[config.mk]
export PLATFORM = sky130hd
export DESIGN_NAME = ps2_key_tracker_flat
export DESIGN_NICKNAME = d
export VERILOG_FILES = /design/src/rtl/ps2_key_tracker_pkg.sv /design/src/rtl/ps2_key_tracker_if.sv /design/src/rtl/ps2_held_table.sv /design/src/rtl/ps2_key_tracker.sv /design/src/flat_wrapper.sv
export SDC_FILE = /design/constraint.sdc
export NUM_CORES = 1
export LEC_CHECK = 0
export ABC_AREA = 1
export CORE_ASPECT_RATIO = 1.4
export CORE_MARGIN = 8
export CORE_UTILIZATION = 50
export DETAILED_ROUTE_END_ITERATION = 6
export PLACE_DENSITY = 0.69
export SLEW_MARGIN = 20
export SYNTH_ARGS = -nofsm -noshare
export SYNTH_HDL_FRONTEND = slang
export SYNTH_SLANG_ARGS = --single-unit
[constraint.sdc]
create_clock -name sys_clk -period 3.35 [get_ports sys_clk]
set_clock_uncertainty 0.15 [all_clocks]
set_input_delay 0.5025 -clock sys_clk [delete_from_list [all_inputs] [get_ports sys_clk]]
set_output_delay 0.5025 -clock sys_clk [all_outputs]
set_load 0.01 [all_outputs]
[src/rtl/ps2_key_tracker_pkg.sv]
// Shared definitions for the PS/2 key tracker.
//   state_t      : parser FSM state encoding
//   CODE_*       : prefix bytes (E0 extended, F0 break, E1 pause sequence)
//   DISC_*       : controller/keyboard response bytes that carry no key
//   E1_SKIP_LEN  : bytes following E1 that belong to the Pause sequence
//   is_discard() : true for bytes that are dropped when seen in IDLE
package ps2_key_tracker_pkg;

  typedef enum logic [2:0] {
    ST_IDLE,
    ST_PFX_E0,
    ST_PFX_F0,
    ST_PFX_E0F0,
    ST_SKIP_E1
  } state_t;

  localparam logic [7:0] CODE_E0 = 8'hE0;
  localparam logic [7:0] CODE_E1 = 8'hE1;
  localparam logic [7:0] CODE_F0 = 8'hF0;

  localparam logic [7:0] DISC_00 = 8'h00;
  localparam logic [7:0] DISC_AA = 8'hAA;
  localparam logic [7:0] DISC_EE = 8'hEE;
  localparam logic [7:0] DISC_FA = 8'hFA;
  localparam logic [7:0] DISC_FE = 8'hFE;
  localparam logic [7:0] DISC_FC = 8'hFC;

  localparam logic [2:0] E1_SKIP_LEN = 3'd7;

  function automatic logic is_discard(input logic [7:0] b);
    return (b == DISC_00) || (b == DISC_AA) || (b == DISC_EE) ||
           (b == DISC_FA) || (b == DISC_FE) || (b == DISC_FC);
  endfunction

endpackage

[src/rtl/ps2_key_tracker_if.sv]
// Byte and event bundle of the PS/2 key tracker.
//   byte_in/byte_valid/byte_ovf : scan-code stream from the PS/2 decoder
//   evt_*                       : one-cycle key event (code, ext, break)
//   held_*                      : newest held key and number of held keys
//   err                         : one-cycle timeout/overflow strobe
// master drives the byte stream, slave (the tracker) drives the results.
interface ps2_key_tracker_if;
  import ps2_key_tracker_pkg::*;

  logic [7:0] byte_in;
  logic       byte_valid;
  logic       byte_ovf;
  logic       evt_valid;
  logic [7:0] evt_code;
  logic       evt_ext;
  logic       evt_break;
  logic [7:0] held_key;
  logic       held_ext;
  logic [2:0] held_cnt;
  logic       err;

  modport master (
    output byte_in, byte_valid, byte_ovf,
    input  evt_valid, evt_code, evt_ext, evt_break,
    input  held_key, held_ext, held_cnt, err
  );

  modport slave (
    input  byte_in, byte_valid, byte_ovf,
    output evt_valid, evt_code, evt_ext, evt_break,
    output held_key, held_ext, held_cnt, err
  );

endinterface

[src/rtl/ps2_held_table.sv]
// Ordered table of currently held keys, slot 0 oldest.
//   sys_clk, rst_n : clock, async active-low reset
//   clear          : empty the table
//   insert         : append {ext,code} as newest unless already present;
//                    when full the oldest entry is dropped
//   remove         : delete the {ext,code} entry if present, compacting
//                    younger entries toward slot 0
//   code, ext      : key looked up / inserted / removed
//   newest_code/ext: newest entry, 0x00/0 when empty
//   count          : valid entries
//   hit            : {ext,code} is currently held (combinational)
module ps2_held_table
  import ps2_key_tracker_pkg::*;
#(
  parameter int DEPTH = 4
) (
  input  logic       sys_clk,
  input  logic       rst_n,
  input  logic       clear,
  input  logic       insert,
  input  logic       remove,
  input  logic [7:0] code,
  input  logic       ext,
  output logic [7:0] newest_code,
  output logic       newest_ext,
  output logic [2:0] count,
  output logic       hit
);

  logic [7:0] code_q [DEPTH];
  logic       ext_q  [DEPTH];
  logic [2:0] cnt_q;
  logic [7:0] code_d [DEPTH];
  logic       ext_d  [DEPTH];
  logic [2:0] cnt_d;
  logic [2:0] hit_idx;

  always_comb begin
    hit     = 1'b0;
    hit_idx = 3'd0;
    for (int i = 0; i < DEPTH; i++) begin
      if ((3'(i) < cnt_q) && (code_q[i] == code) && (ext_q[i] == ext)) begin
        hit     = 1'b1;
        hit_idx = 3'(i);
      end
    end
  end

  always_comb begin
    code_d = code_q;
    ext_d  = ext_q;
    cnt_d  = cnt_q;
    if (clear) begin
      cnt_d = 3'd0;
    end else if (remove && hit) begin
      for (int i = 0; i < DEPTH - 1; i++) begin
        if (3'(i) >= hit_idx) begin
          code_d[i] = code_q[i+1];
          ext_d[i]  = ext_q[i+1];
        end
      end
      cnt_d = cnt_q - 3'd1;
    end else if (insert && !hit) begin
      if (cnt_q == 3'(DEPTH)) begin
        // full: slide everything one slot older, losing slot 0
        for (int i = 0; i < DEPTH - 1; i++) begin
          code_d[i] = code_q[i+1];
          ext_d[i]  = ext_q[i+1];
        end
        code_d[DEPTH-1] = code;
        ext_d[DEPTH-1]  = ext;
      end else begin
        for (int i = 0; i < DEPTH; i++) begin
          if (3'(i) == cnt_q) begin
            code_d[i] = code;
            ext_d[i]  = ext;
          end
        end
        cnt_d = cnt_q + 3'd1;
      end
    end
  end

  always_ff @(posedge sys_clk or negedge rst_n) begin
    if (!rst_n) begin
      for (int i = 0; i < DEPTH; i++) begin
        code_q[i] <= 8'h00;
        ext_q[i]  <= 1'b0;
      end
      cnt_q <= 3'd0;
    end else begin
      code_q <= code_d;
      ext_q  <= ext_d;
      cnt_q  <= cnt_d;
    end
  end

  always_comb begin
    newest_code = 8'h00;
    newest_ext  = 1'b0;
    for (int i = 0; i < DEPTH; i++) begin
      if (3'(i + 1) == cnt_q) begin
        newest_code = code_q[i];
        newest_ext  = ext_q[i];
      end
    end
  end

  assign count = cnt_q;

endmodule

[src/rtl/ps2_key_tracker.sv]
// PS/2 scan-code set 2 parser and held-key tracker.
//   sys_clk : system clock
//   rst_n   : async active-low reset
//   bus     : slave side of ps2_key_tracker_if (byte stream in, key
//             events, held-key status and error strobe out)
// Events and held status appear one cycle after the completing byte.
//
// state       | meaning
// ------------+---------------------------------------------------
// ST_IDLE     | waiting for a make code or a prefix
// ST_PFX_E0   | E0 seen, next byte is an extended make or F0
// ST_PFX_F0   | F0 seen, next byte is a break code
// ST_PFX_E0F0 | E0 F0 seen, next byte is an extended break code
// ST_SKIP_E1  | swallowing the remaining bytes of the Pause sequence
module ps2_key_tracker
  import ps2_key_tracker_pkg::*;
#(
  parameter int TIMEOUT_CYCLES = 2000000,
  parameter int DEPTH          = 4
) (
  input  logic               sys_clk,
  input  logic               rst_n,
  ps2_key_tracker_if.slave   bus
);

  localparam int TMR_W = $clog2(TIMEOUT_CYCLES + 1);

  state_t             state;
  logic [2:0]         skip_cnt;
  logic [TMR_W-1:0]   tmr;
  logic               evt_valid_q;
  logic [7:0]         evt_code_q;
  logic               evt_ext_q;
  logic               evt_break_q;
  logic               err_q;

  logic               tbl_insert;
  logic               tbl_remove;
  logic               tbl_ext;
  logic               tbl_hit;
  logic               tbl_event;

  // Decode of the byte being accepted this cycle; overflow suppresses it.
  always_comb begin
    tbl_insert = 1'b0;
    tbl_remove = 1'b0;
    tbl_ext    = 1'b0;
    if (bus.byte_valid && !bus.byte_ovf) begin
      unique case (state)
        ST_IDLE: begin
          if ((bus.byte_in != CODE_E0) && (bus.byte_in != CODE_F0) &&
              (bus.byte_in != CODE_E1) && !is_discard(bus.byte_in))
            tbl_insert = 1'b1;
        end
        ST_PFX_E0: begin
          if (bus.byte_in != CODE_F0) begin
            tbl_insert = 1'b1;
            tbl_ext    = 1'b1;
          end
        end
        ST_PFX_F0: tbl_remove = 1'b1;
        ST_PFX_E0F0: begin
          tbl_remove = 1'b1;
          tbl_ext    = 1'b1;
        end
        default: ;
      endcase
    end
  end

  // A repeat make of a held key is silent; every break is reported.
  assign tbl_event = (tbl_insert && !tbl_hit) || tbl_remove;

  ps2_held_table #(.DEPTH(DEPTH)) u_held_table (
    .sys_clk     (sys_clk),
    .rst_n       (rst_n),
    .clear       (bus.byte_ovf),
    .insert      (tbl_insert),
    .remove      (tbl_remove),
    .code        (bus.byte_in),
    .ext         (tbl_ext),
    .newest_code (bus.held_key),
    .newest_ext  (bus.held_ext),
    .count       (bus.held_cnt),
    .hit         (tbl_hit)
  );

  always_ff @(posedge sys_clk or negedge rst_n) begin
    if (!rst_n) begin
      state       <= ST_IDLE;
      skip_cnt    <= 3'd0;
      tmr         <= '0;
      evt_valid_q <= 1'b0;
      evt_code_q  <= 8'h00;
      evt_ext_q   <= 1'b0;
      evt_break_q <= 1'b0;
      err_q       <= 1'b0;
    end else begin
      evt_valid_q <= 1'b0;
      err_q       <= 1'b0;
      if (bus.byte_ovf) begin
        state    <= ST_IDLE;
        skip_cnt <= 3'd0;
        tmr      <= '0;
        err_q    <= 1'b1;
      end else if (bus.byte_valid) begin
        tmr <= TMR_W'(TIMEOUT_CYCLES);
        if (tbl_event) begin
          evt_valid_q <= 1'b1;
          evt_code_q  <= bus.byte_in;
          evt_ext_q   <= tbl_ext;
          evt_break_q <= tbl_remove;
        end
        unique case (state)
          ST_IDLE: begin
            if (bus.byte_in == CODE_E0)
              state <= ST_PFX_E0;
            else if (bus.byte_in == CODE_F0)
              state <= ST_PFX_F0;
            else if (bus.byte_in == CODE_E1) begin
              state    <= ST_SKIP_E1;
              skip_cnt <= E1_SKIP_LEN;
            end
          end
          ST_PFX_E0: begin
            if (bus.byte_in == CODE_F0)
              state <= ST_PFX_E0F0;
            else
              state <= ST_IDLE;
          end
          ST_PFX_F0, ST_PFX_E0F0: state <= ST_IDLE;
          ST_SKIP_E1: begin
            skip_cnt <= skip_cnt - 3'd1;
            if (skip_cnt == 3'd1)
              state <= ST_IDLE;
          end
          default: state <= ST_IDLE;
        endcase
      end else if (state != ST_IDLE) begin
        // tmr holds the cycles still allowed before the sequence is abandoned
        if (tmr <= TMR_W'(1)) begin
          state    <= ST_IDLE;
          skip_cnt <= 3'd0;
          tmr      <= '0;
          err_q    <= 1'b1;
        end else begin
          tmr <= tmr - TMR_W'(1);
        end
      end
    end
  end

  assign bus.evt_valid = evt_valid_q;
  assign bus.evt_code  = evt_code_q;
  assign bus.evt_ext   = evt_ext_q;
  assign bus.evt_break = evt_break_q;
  assign bus.err       = err_q;

endmodule

[src/flat_wrapper.sv]
// flat-port wrapper written by rule: the top's interface ports become plain ports
module ps2_key_tracker_flat import ps2_key_tracker_pkg::*;
#(
  parameter int TIMEOUT_CYCLES = 2000000,
  parameter int DEPTH          = 4
)
  (sys_clk, rst_n, bus_byte_in, bus_byte_valid, bus_byte_ovf, bus_evt_valid, bus_evt_code, bus_evt_ext, bus_evt_break, bus_held_key, bus_held_ext, bus_held_cnt, bus_err);
  ps2_key_tracker_if bus_i ();
  input  logic sys_clk;
  input  logic rst_n;
  input wire logic [$bits(bus_i.byte_in)-1:0] bus_byte_in;
  input wire logic [$bits(bus_i.byte_valid)-1:0] bus_byte_valid;
  input wire logic [$bits(bus_i.byte_ovf)-1:0] bus_byte_ovf;
  output wire logic [$bits(bus_i.evt_valid)-1:0] bus_evt_valid;
  output wire logic [$bits(bus_i.evt_code)-1:0] bus_evt_code;
  output wire logic [$bits(bus_i.evt_ext)-1:0] bus_evt_ext;
  output wire logic [$bits(bus_i.evt_break)-1:0] bus_evt_break;
  output wire logic [$bits(bus_i.held_key)-1:0] bus_held_key;
  output wire logic [$bits(bus_i.held_ext)-1:0] bus_held_ext;
  output wire logic [$bits(bus_i.held_cnt)-1:0] bus_held_cnt;
  output wire logic [$bits(bus_i.err)-1:0] bus_err;
  assign bus_i.byte_in = bus_byte_in;
  assign bus_i.byte_valid = bus_byte_valid;
  assign bus_i.byte_ovf = bus_byte_ovf;
  assign bus_evt_valid = bus_i.evt_valid;
  assign bus_evt_code = bus_i.evt_code;
  assign bus_evt_ext = bus_i.evt_ext;
  assign bus_evt_break = bus_i.evt_break;
  assign bus_held_key = bus_i.held_key;
  assign bus_held_ext = bus_i.held_ext;
  assign bus_held_cnt = bus_i.held_cnt;
  assign bus_err = bus_i.err;
  ps2_key_tracker #(.TIMEOUT_CYCLES(TIMEOUT_CYCLES), .DEPTH(DEPTH)) u_core (.sys_clk(sys_clk), .rst_n(rst_n), .bus(bus_i));
endmodule
==> summary.md, run 1 <==
| Metric | Value |
|---|---|
| Via density | 5.69 |
| Post-synth EDFFs | 0 |
| CP Capture Type | output pin |
| Fmax | 0.306 GHz |
| Met3 Resource Use GR | 3.36% |
| Synth-to-layout area growth | 16.9% |
| Met2 usage | 47.1% |
| Diode count | 0 |
| GR Layer Usage met1 | 28.9% |
| Area occupied by multi-input gates | 0.00337 mm2 |
| Slew HR | 50.1% |
| Ys Warns | 0 |
| Most frequent cells in the layout | nand2_1 (282), nand3_1 (89), nor2_1 (88) |
| Syn_area_per_cell | 6.83 um2 |
| CTS root buf | clkbuf_16 |
| Total Power | 0.00382 W |
| CP required | 2700 ps |
| Num ports | 36 |
| Post-synth top area cell | dfrtp_1 |
| Internal | 0.00226 W |
| Later-pin clock latency in the skew report | 340 ps |
| Core Footprint | 0.0113 mm2 |
| Unique masters post-synth | 44 |
| First-pass GRT wire length | 31400 um |
| Post-synth top area share | 33.6% |
| Clk sinks | 78 |
| Main combinational cell family by area after synthesis | simple AND/OR/NAND/NOR gates |
| Synth area leaders | dfrtp_1 (34%), nand2_1 (18%), nand3_1 (7.7%) |
| Total GRT Usage | 26.5% |
| Register area | 0.00195 mm2 |
| Clock power share | 26.4% |
| Synthesized net count | 873 |
| Number of nets in the layout | 924 |
| Crit path time final | 3270 ps |
| DRC Markers | 0 |
| Simple-Gate Fraction of Synth Area | 41.0% |
| Vias in the first global route | 6031 |
| Sw Share | 41.0% |
| Max IR drop VDD | 0.315 mV |
| Max-cap violations | 0 |
| Comb power frac | 37.1% |
| Slew Limit Fails | 0 |
| Post-synth ARST share | 100% |
| Num rows | 46 |
| CTS tree | done |
| GR peak layer | met2 |
| Vias post-DR | 5989 |
| Total Wirelength | 19800 um |
| Worst-path clk slew | 60 ps |
| Final period utilization | 97.7% |
| Worst-margin pin slew | 748 ps |
| Setup bufs post-CTS | 0 |
| Final setup viols | 0 |
| Initial antenna violation count | 0 |
| Mapped Cells | 852 |
| # fillers | 1074 |
| Critical setup path kind | flip-flop to output pin |
| Power Density | 562 mW/mm2 |
| Largest net degree at the start of global routing | 79 |
| R2r setup slk | 760 ps |
| Data arrival, critical path | 2620 ps |
| Worst r2r dst | u_core.u_held_table.code_q[19] |
| CP Max Fanout | 5 |
| Post-DRT Antenna Nets | 0 |
| Yosys reg bits | 78 |
| Post-route worst setup slack | 78.7 ps |
| Hpwl dp | 15000 um |
| Buffer depth of the longest clock path | 2 |
| Post-synthesis cell area | 0.00582 mm2 |
| Die X | 107 um |
| Prevailing post-synth register cell | dfrtp_1 |
| Mux cell area share after synthesis | 0% |
| Chip height | 144 um |
| R2R depth | 14 |
| DR pass1 iterations | 6 |
| Grt total ovfl | 0 |
| Number of CTS-inserted buffers | 9 |
| Port buffer count | 35 |
| Final hold vios | 0 |
| Layout cells sized above 1 | 10.7% |
| Worst min path class | primary input to asynchronous set/reset pin |
| Worst reg2reg startpoint | u_core.state[1] |
| Most common cell after layout, fill and taps aside | nand2_1 |
| Xor and xnor area share after synthesis | 3.16% |
| Iteration-0 DRC Markers | 542 |
| Flop pwr share | 36.4% |
| Dpl ws | 132 ps |
| P_sw | 0.00157 W |
| Status | complete, no violations |
| Pleak | 3.42 nW |
| Crit start category | flip-flop |
| Final Wtd Congestion | 0.971 |
| Synth Area in Compound Gates | 11.4% |
| Starting Density | 51.3% |
| Synth Area in Adders | 1.94% |
| Sequential fraction of the synthesis area | 33.6% |
| H-tree depth | 3 |
| # hold bufs at CTS | 0 |
| Die ar. | 0.0154 mm2 |
| Routed wire per std cell | 18.8 um |
power groups by stage:
stage	Sequential [W]	Clock (W)	Combinational [W]
final	0.00139	0.00101	0.00142
after global routing	0.00142	0.00107	0.00159
after CTS	0.00138	0.00102	0.00141
after detailed placement	0.00140	0	0.00139
after global placement	0.00139	0	0.00136
after floorplan	0.00133	0	0.000935
worst max path at each step:
stage,from,end,slack (ps),cells past startpoint
finish,u_core.u_held_table.count[0],bus_held_ext,80,7
detailed placement,bus_byte_in[5],u_core.u_held_table.code_q[9],130,15
global route,u_core.u_held_table.count[1],bus_held_key[5],-7,9
global placement,bus_byte_in[5],u_core.u_held_table.code_q[11],190,15
floorplan,u_core.u_held_table.count[2],bus_held_ext,990,6
CTS,u_core.u_held_table.count[0],bus_held_key[6],30,8
layout make-up:
class | instances | area share, %
multi-input cells | 660 | 49.6
clock buffers | 10 | 3.37
well taps | 144 | 2.65
repair inverters | 1 | 0.110
inverters | 86 | 5.06
flip-flops and latches | 78 | 28.7
repair buffers | 67 | 9.48
clock inverters | 6 | 1.05
stage by stage:
stage                     util, %  TNS [ps]  cells  area (um2)  hold slack (ps)
after floorplan                 -         0    852        5820             56.9
after global placement       56.9         0   1035        6460              330
after detailed placement     56.9         0   1035        6460              349
after CTS                    59.8         0   1051        6780              233
after global routing         60.0     -7.47   1052        6800              116
final                        60.0         0   1052        6800             50.2
kinds of logic after synthesis:
| group | after synthesis |
|---|---|
| compound gates | 108 |
| xor+xnor | 21 |
| fa+ha+maj | 9 |
| buf+inv | 114 |
| flops | 78 |
| simple gates | 522 |
what timing repair did:
| item | in CTS | in global routing |
|---|---|---|
| resized for setup | 3 | 6 |
| cloned | 0 | 1 |
| setup endpoints to repair | 2 | 9 |
registers in the layout (all words and copies together), names as in the netlist:
signal,count
u_core.u_held_table.code_q,32
u_core.tmr,21
u_core.bus.evt_code,8
u_core.u_held_table.ext_q,4
u_core.skip_cnt,3
u_core.state,3
u_core.u_held_table.count,3
u_core.bus.err,1
u_core.bus.evt_break,1
u_core.bus.evt_ext,1
u_core.bus.evt_valid,1
synthesized netlist by cell type (2+ instances only):
master,n
inv_2,6
nor2_1,88
a21oi_1,17
nand3_2,4
buf_4,5
buf_6,6
clkbuf_1,9
nand2_1,283
nor2_4,3
nor3_1,18
nand4_1,8
dfrtp_1,78
inv_1,74
o31ai_1,4
ha_1,9
nand3b_1,4
o21ai_0,45
a31oi_1,5
a221oi_1,9
buf_2,8
xor2_1,13
o21ai_1,3
xnor2_1,8
nand2_2,2
o32ai_1,4
nand3_1,89
o22ai_1,15
clkinv_1,2
nand2_4,11
nor4_1,2
clkinv_4,2
nor2_8,6
routing by layer:
layer	routed length, um	part of all wire, %	up-vias
met2	10500	53	220
met1	7510	38	2838
met3	872	4.4	61
met4	943	4.8	0
met5	0	0	-
li1	-	-	2870
critical path: stages (launching register included):
cell             delay, ps
dfrtp_1                430
inv_1                   80
ha_1                   230
nand2_2                160
clkinvlp_4             210
a221oi_1               470
o22ai_1                160
clkdlybuf4s50_1        530
No activity file was read; power rests on OpenSTA's default activity.
==> inputs of run 2 (changes only) <==
--- a/config.mk
+++ b/config.mk
@@ -11,6 +11,7 @@
 export CORE_UTILIZATION = 50
 export DETAILED_ROUTE_END_ITERATION = 6
 export PLACE_DENSITY = 0.69
+export REMOVE_ABC_BUFFERS = 1
 export SLEW_MARGIN = 20
 export SYNTH_ARGS = -nofsm -noshare
 export SYNTH_HDL_FRONTEND = slang
==> run 2 against run 1 <==
  * Critical path depth unchanged
  * Clock-buffer cell count is the same
  * Sequential power hardly changed
  * Core utilization is 0.17 points lower
  * Via count decreased by 0.48%
  * Register-to-register slack worse by 160 ps
  * Setup slack got worse by 37 ps
  * Wire length is 1.3% lower
  * Largest power group is now sequential cells
==> summary.md, run 2 (same netlist as run 1, synthesis figures left out) <==
| Metric | Value |
|---|---|
| Routed wire per std cell | 18.7 um (was 18.8 um) |
| Worst r2r dst | u_core.u_held_table.code_q[11] (was u_core.u_held_table.code_q[19]) |
| Num rows | 46 (unchanged) |
| Max IR drop VDD | 0.313 mV (was 0.315 mV) |
| Num ports | 36 (unchanged) |
| Die ar. | 0.0154 mm2 (unchanged) |
| Max reg flops | 32 (unchanged) |
| Number of nets in the layout | 919 (was 924) |
| DRC Markers | 0 (unchanged) |
| Area occupied by multi-input gates | 0.00338 mm2 (was 0.00337 mm2) |
| Fmax | 0.302 GHz (was 0.306 GHz) |
| Port buffer count | 35 (unchanged) |
| Clk sinks | 78 (unchanged) |
| Largest net degree at the start of global routing | 79 (unchanged) |
| Data arrival, critical path | 2660 ps (was 2620 ps) |
| CTS root buf | clkbuf_16 (unchanged) |
| # fillers | 1098 (was 1074) |
| CP max stage delay | 520 ps (was 530 ps) |
| # hold bufs at CTS | 0 (unchanged) |
| Total Wirelength | 19500 um (was 19800 um) |
| Fin area | 0.00678 mm2 (was 0.00680 mm2) |
| Status | complete, no violations (unchanged) |
| Power Density | 577 mW/mm2 (was 562 mW/mm2) |
| Die X | 107 um (unchanged) |
| Pleak | 3.39 nW (was 3.42 nW) |
| Post-DRT Antenna Nets | 0 (unchanged) |
| Chip height | 144 um (unchanged) |
| Slew Limit Fails | 0 (unchanged) |
| CP Capture Type | output pin (unchanged) |
| Setup TNS | 0 ps (unchanged) |
| CP Max Fanout | 7 (was 5) |
| Via density | 5.69 (about the same) |
| Later-pin clock latency in the skew report | 350 ps (was 340 ps) |
| Buffer depth of the longest clock path | 2 (unchanged) |
| Worst-path clk slew | 70 ps (was 60 ps) |
| DR pass1 iterations | 6 (unchanged) |
| Fin util | 59.8% (was 60.0%) |
| Post-route worst setup slack | 41.3 ps (was 78.7 ps) |
| Synth-to-layout area growth | 16.6% (was 16.9%) |
| Worst path slowest cell | clkdlybuf4s50_1 (unchanged) |
| Final Wtd Congestion | 0.947 (was 0.971) |
| Crit path time final | 3310 ps (was 3270 ps) |
| Vias post-DR | 5960 (was 5989) |
| Worst reg2reg startpoint | u_core.u_held_table.count[1] (was u_core.state[1]) |
| Final period utilization | 98.8% (was 97.7%) |
| CP required | 2700 ps (about the same) |
| R2r setup slk | 600 ps (was 760 ps) |
| Core Footprint | 0.0113 mm2 (unchanged) |
| Max-cap violations | 0 (unchanged) |
| Grt total ovfl | 0 (unchanged) |
| Hpwl dp | 14900 um (was 15000 um) |
| CTS tree | done (unchanged) |
| Register area | 0.00195 mm2 (unchanged) |
| Most frequent cells in the layout | nand2_1 (282), nand3_1 (89), nor2_1 (87) (was nand2_1 (282), nand3_1 (89), nor2_1 (88)) |
| Starting Density | 51.3% (unchanged) |
| Most common cell after layout, fill and taps aside | nand2_1 (unchanged) |
| Worst min path class | primary input to asynchronous set/reset pin (unchanged) |
| Critical setup path kind | flip-flop to output pin (unchanged) |
| Slew HR | 48.1% (was 50.1%) |
| Dpl ws | -108 ps (was 132 ps) |
| First-pass GRT wire length | 30600 um (was 31400 um) |
| RSZ-0062 raised after global routing | true |
| H-tree depth | 3 (unchanged) |
| Vias in the first global route | 5861 (was 6031) |
| Final setup viols | 0 (unchanged) |
| Iteration-0 DRC Markers | 409 (was 542) |
| DP Area | 0.00638 mm2 (was 0.00646 mm2) |
| Diode count | 0 (unchanged) |
| Initial antenna violation count | 0 (unchanged) |
| Final hold vios | 0 (unchanged) |
| Layout cells sized above 1 | 10.4% (was 10.7%) |
| Crit start category | flip-flop (unchanged) |
| Most flop-heavy register | u_core.u_held_table.code_q (unchanged) |
| Crit-path cells | inv_1 -> ha_1 -> nand2_2 -> clkinvlp_4 -> a221oi_1 -> o22ai_1 -> clkdlybuf4s50_1 (unchanged) |
| Worst-margin pin slew | 778 ps (was 748 ps) |
| Total GRT Usage | 25.8% (was 26.5%) |
| R2R depth | 13 (was 14) |
| Number of CTS-inserted buffers | 9 (unchanged) |
[run 2: repair_timing]
action | 4_1_cts | 5_1_grt
setup buffers | 0 | 2
pin swaps | 0 | 0
setup endpoints to repair | 9 | 9
cloned | 0 | 1
gates resized for setup | 2 | 8
[run 2: worst max-delay path by stage]
stage / cells past startpoint / to / from
2_1_floorplan: 5 / bus_held_ext / u_core.u_held_table.count[1]
3_3_place_gp: 16 / u_core.u_held_table.code_q[10] / bus_byte_in[0]
3_5_place_dp: 16 / u_core.u_held_table.code_q[11] / bus_byte_in[0]
4_1_cts: 7 / bus_held_key[2] / u_core.u_held_table.count[0]
5_1_grt: 7 / bus_held_key[7] / u_core.u_held_table.count[0]
6_report: 7 / bus_held_key[6] / u_core.u_held_table.count[0]
[run 2: through the flow]
step	hold slack [ps]	power, W	instances
6_report	24.6	0.00391	1047
5_1_grt	101	0.00415	1047
4_1_cts	235	0.00388	1044
3_5_place_dp	333	0.00276	1028
3_3_place_gp	340	0.00273	1028
2_1_floorplan	56.9	0.00224	824
[run 2: metal layers]
metal | GRT usage [%] | part of all wire [%] | up-vias
met3 | 3.36 | 4.4 | 68
met4 | 17.4 | 5.4 | 0
met1 | 26.7 | 36 | 2794
li1 | - | - | 2870
met2 | 47.1 | 54 | 228
met5 | 0 | 0 | -
[run 2: power breakdown]
group          internal, W  switching [W]
Combinational     0.000518       0.000882
Clock             0.000679       0.000434
Sequential         0.00114       0.000255
Total              0.00234        0.00157
[run 2: worst max-delay path, delay by kind of cell, from the launching register on]
family | cells | cell delay, ps
buffers and inverters | 3 | 880
AO/OA/AOI/OAI | 2 | 520
adder cells (fa/ha/maj) | 1 | 290
AND/OR/NAND/NOR | 1 | 180
flip-flops | 1 | 430
[run 2: area by class of cell]
cell class                 instances  area share [%]
multi-input combinational        660            49.9
sequential                        78            28.8
timing repair buffer              62            8.54
inverter                          86            5.07
clock buffer                      10            3.52
tap                              144            2.66
clock inverter                     6            1.38
timing repair inverter             1           0.111
==> inputs of run 3 (changes only) <==
--- a/config.mk
+++ b/config.mk
@@ -10,7 +10,7 @@
 export CORE_MARGIN = 8
 export CORE_UTILIZATION = 50
 export DETAILED_ROUTE_END_ITERATION = 6
-export PLACE_DENSITY = 0.69
+export PLACE_DENSITY = 0.7
 export REMOVE_ABC_BUFFERS = 1
 export SLEW_MARGIN = 20
 export SYNTH_ARGS = -nofsm -noshare
==> run 3 against run 2 <==
  * Clock-buffer cell count shrank 1
  * Flip-flop and latch count is the same
  * Via count grew 1.5%
  * Power shrank 0.47%
  * Final area shrank 1.1%
==> summary.md, run 3 (same netlist as run 1, synthesis figures left out) <==
| Metric | Value |
|---|---|
| DR pass1 iterations | 6 (unchanged) |
| Max reg flops | 32 (unchanged) |
| Num rows | 46 (unchanged) |
| Crit path max-delay family | buffers and inverters (unchanged) |
| Comb power frac | 35.9% (was 35.8%) |
| First-pass GRT wire length | 32100 um (was 30600 um) |
| Power Density | 581 mW/mm2 (was 577 mW/mm2) |
| Final setup viols | 0 (unchanged) |
| Via density | 5.81 (was 5.69) |
| Total Wirelength | 20000 um (was 19500 um) |
| Clock power share | 28.2% (was 28.5%) |
| Critical setup path kind | flip-flop to output pin (unchanged) |
| Clk sinks | 78 (unchanged) |
| Top Metal Used | met4 (unchanged) |
| Metal-1 WL | 7240 um (was 7120 um) |
| Total Power | 0.00389 W (was 0.00391 W) |
| Worst path slowest cell | clkdlybuf4s50_1 (unchanged) |
| Grt total ovfl | 0 (unchanged) |
| Buffer depth of the longest clock path | 2 (unchanged) |
| Worst-margin pin slew | 741 ps (was 778 ps) |
| Fin util | 59.1% (was 59.8%) |
| Port buffer count | 35 (unchanged) |
| Flop pwr share | 35.9% (was 35.8%) |
| Iteration-0 DRC Markers | 582 (was 409) |
| CTS tree | done (unchanged) |
| Later-pin clock latency in the skew report | 350 ps (about the same) |
| Crit path time final | 3320 ps (was 3310 ps) |
| Post-DRT Antenna Nets | 0 (unchanged) |
| Synth-to-layout area growth | 15.3% (was 16.6%) |
| P_sw | 0.00158 W (was 0.00157 W) |
| CP max stage delay | 520 ps (about the same) |
| Final hold vios | 0 (unchanged) |
| Pleak | 3.36 nW (was 3.39 nW) |
| CP Max Fanout | 9 (was 7) |
| Hold_ws | 43.5 ps (was 24.6 ps) |
| Fmax | 0.302 GHz (about the same) |
| Status | complete, no violations (unchanged) |
| DRC Markers | 0 (unchanged) |
| Worst-path clk slew | 70 ps (about the same) |
| Die X | 107 um (unchanged) |
| Starting Density | 51.3% (unchanged) |
| H-tree depth | 3 (unchanged) |
| Max IR drop VDD | 0.282 mV (was 0.313 mV) |
| Number of nets in the layout | 913 (was 919) |
| Most flop-heavy register | u_core.u_held_table.code_q (unchanged) |
| WL met3 | 1010 um (was 860 um) |
| Die ar. | 0.0154 mm2 (unchanged) |
| RSZ-0062 raised after global routing | true (unchanged) |
| Initial antenna violation count | 0 (unchanged) |
| Setup TNS | 0 ps (unchanged) |
| Met2 WL | 10600 um (was 10500 um) |
| Num ports | 36 (unchanged) |
| Buf+Inv Stages, Crit Path | 3 (unchanged) |
| Diode count | 0 (unchanged) |
| Chip height | 144 um (unchanged) |
| Layout cells sized above 1 | 9.25% (was 10.4%) |
| Routed wire per std cell | 19.2 um (was 18.7 um) |
| Largest net degree at the start of global routing | 79 (unchanged) |
| Core Footprint | 0.0113 mm2 (unchanged) |
| Vias post-DR | 6050 (was 5960) |
| CP Capture Type | output pin (unchanged) |
| Slew HR | 50.6% (was 48.1%) |
| Total GRT Usage | 26.9% (was 25.8%) |
| CTS root buf | clkbuf_16 (unchanged) |
| Most frequent cells in the layout | nand2_1 (283), nand3_1 (89), nor2_1 (88) (was nand2_1 (282), nand3_1 (89), nor2_1 (87)) |
| Final Wtd Congestion | 1.01 (was 0.947) |
| Number of CTS-inserted buffers | 9 (unchanged) |
| Data arrival, critical path | 2660 ps (about the same) |
| Internal | 0.00232 W (was 0.00234 W) |
| Hpwl dp | 15100 um (was 14900 um) |
| Sw Share | 40.5% (was 40.2%) |
| Worst min path class | primary input to asynchronous set/reset pin (unchanged) |
| Most common cell after layout, fill and taps aside | nand2_1 (unchanged) |
| Max-cap violations | 0 (unchanged) |
| Slew Limit Fails | 0 (unchanged) |
| Crit-path cells | inv_1 -> ha_1 -> nand2_1 -> clkinvlp_4 -> a221oi_2 -> o22ai_1 -> clkdlybuf4s50_1 (was inv_1 -> ha_1 -> nand2_2 -> clkinvlp_4 -> a221oi_1 -> o22ai_1 -> clkdlybuf4s50_1) |
| CP required | 2700 ps (about the same) |
| Vias in the first global route | 6030 (was 5861) |
| Crit start category | flip-flop (unchanged) |
| Final period utilization | 99.0% (was 98.8%) |
==> run 3: cell count changes in the layout (fill, tap and decap cells not counted), sizes merged <==
cell	before	now
inv	82	84
clkinvlp	4	3
buf	28	23
clkinv	5	4
clkbuf	10	9
==> run 3: power by group through the flow <==
stage / Clock, W / Sequential [W] / Combinational [W]
2_1_floorplan: 0 / 0.00134 / 0.000899
3_3_place_gp: 0 / 0.00140 / 0.00134
3_5_place_dp: 0 / 0.00140 / 0.00138
4_1_cts: 0.00111 / 0.00139 / 0.00138
5_1_grt: 0.00115 / 0.00142 / 0.00157
6_report: 0.00110 / 0.00140 / 0.00140
==> run 3: path summary, 6_finish.rpt <==
path	start	end	slack (ps)	depth (start not counted)
min	rst_n	u_core.skip_cnt[0]	40	1
max	u_core.u_held_table.count[0]	bus_held_key[6]	30	7
max reg2reg	u_core.u_held_table.count[0]	u_core.u_held_table.ext_q[2]	660	14
max in group asynchronous	rst_n	u_core.u_held_table.code_q[30]	2490	1
min in group sys_clk	u_core.bus.evt_code[1]	u_core.bus.evt_code[1]	380	2
min reg2reg	u_core.bus.evt_code[1]	u_core.bus.evt_code[1]	380	2
==> run 3: repair_timing <==
action                                  in CTS  in global routing
resized for setup                            0                  3
hold buffers                                 0                  0
buffers inserted                             0                  0
hold endpoints to repair                     0                  0
endpoints found under the setup margin       0                  5
==> run 3: stage by stage <==
stage | setup slack (ps) | cell area [um2] | instances
floorplan | 638 | 5640 | 824
global route | -30.6 | 6710 | 1041
finish | 34.5 | 6710 | 1041
CTS | 20.8 | 6690 | 1041
global placement | -9.56 | 6360 | 1025
detailed placement | -72.6 | 6360 | 1025
==> run 3: final cells by class <==
class	instances	area (um2)
Sequential cell	78	1950
Fill cell	1099	4630
Tap cell	144	180
Multi-Input combinational cell	660	3360
Clock buffer	9	225
Timing Repair Buffer	57	542
Clock inverter	7	104
Inverter	86	340
==> run 3: per-layer routing <==
layer	up-vias	global-route usage, %
li1	2850	-
met1	2876	28.6
met2	250	49.1
met3	74	3.32
met4	0	16.7
met5	-	0
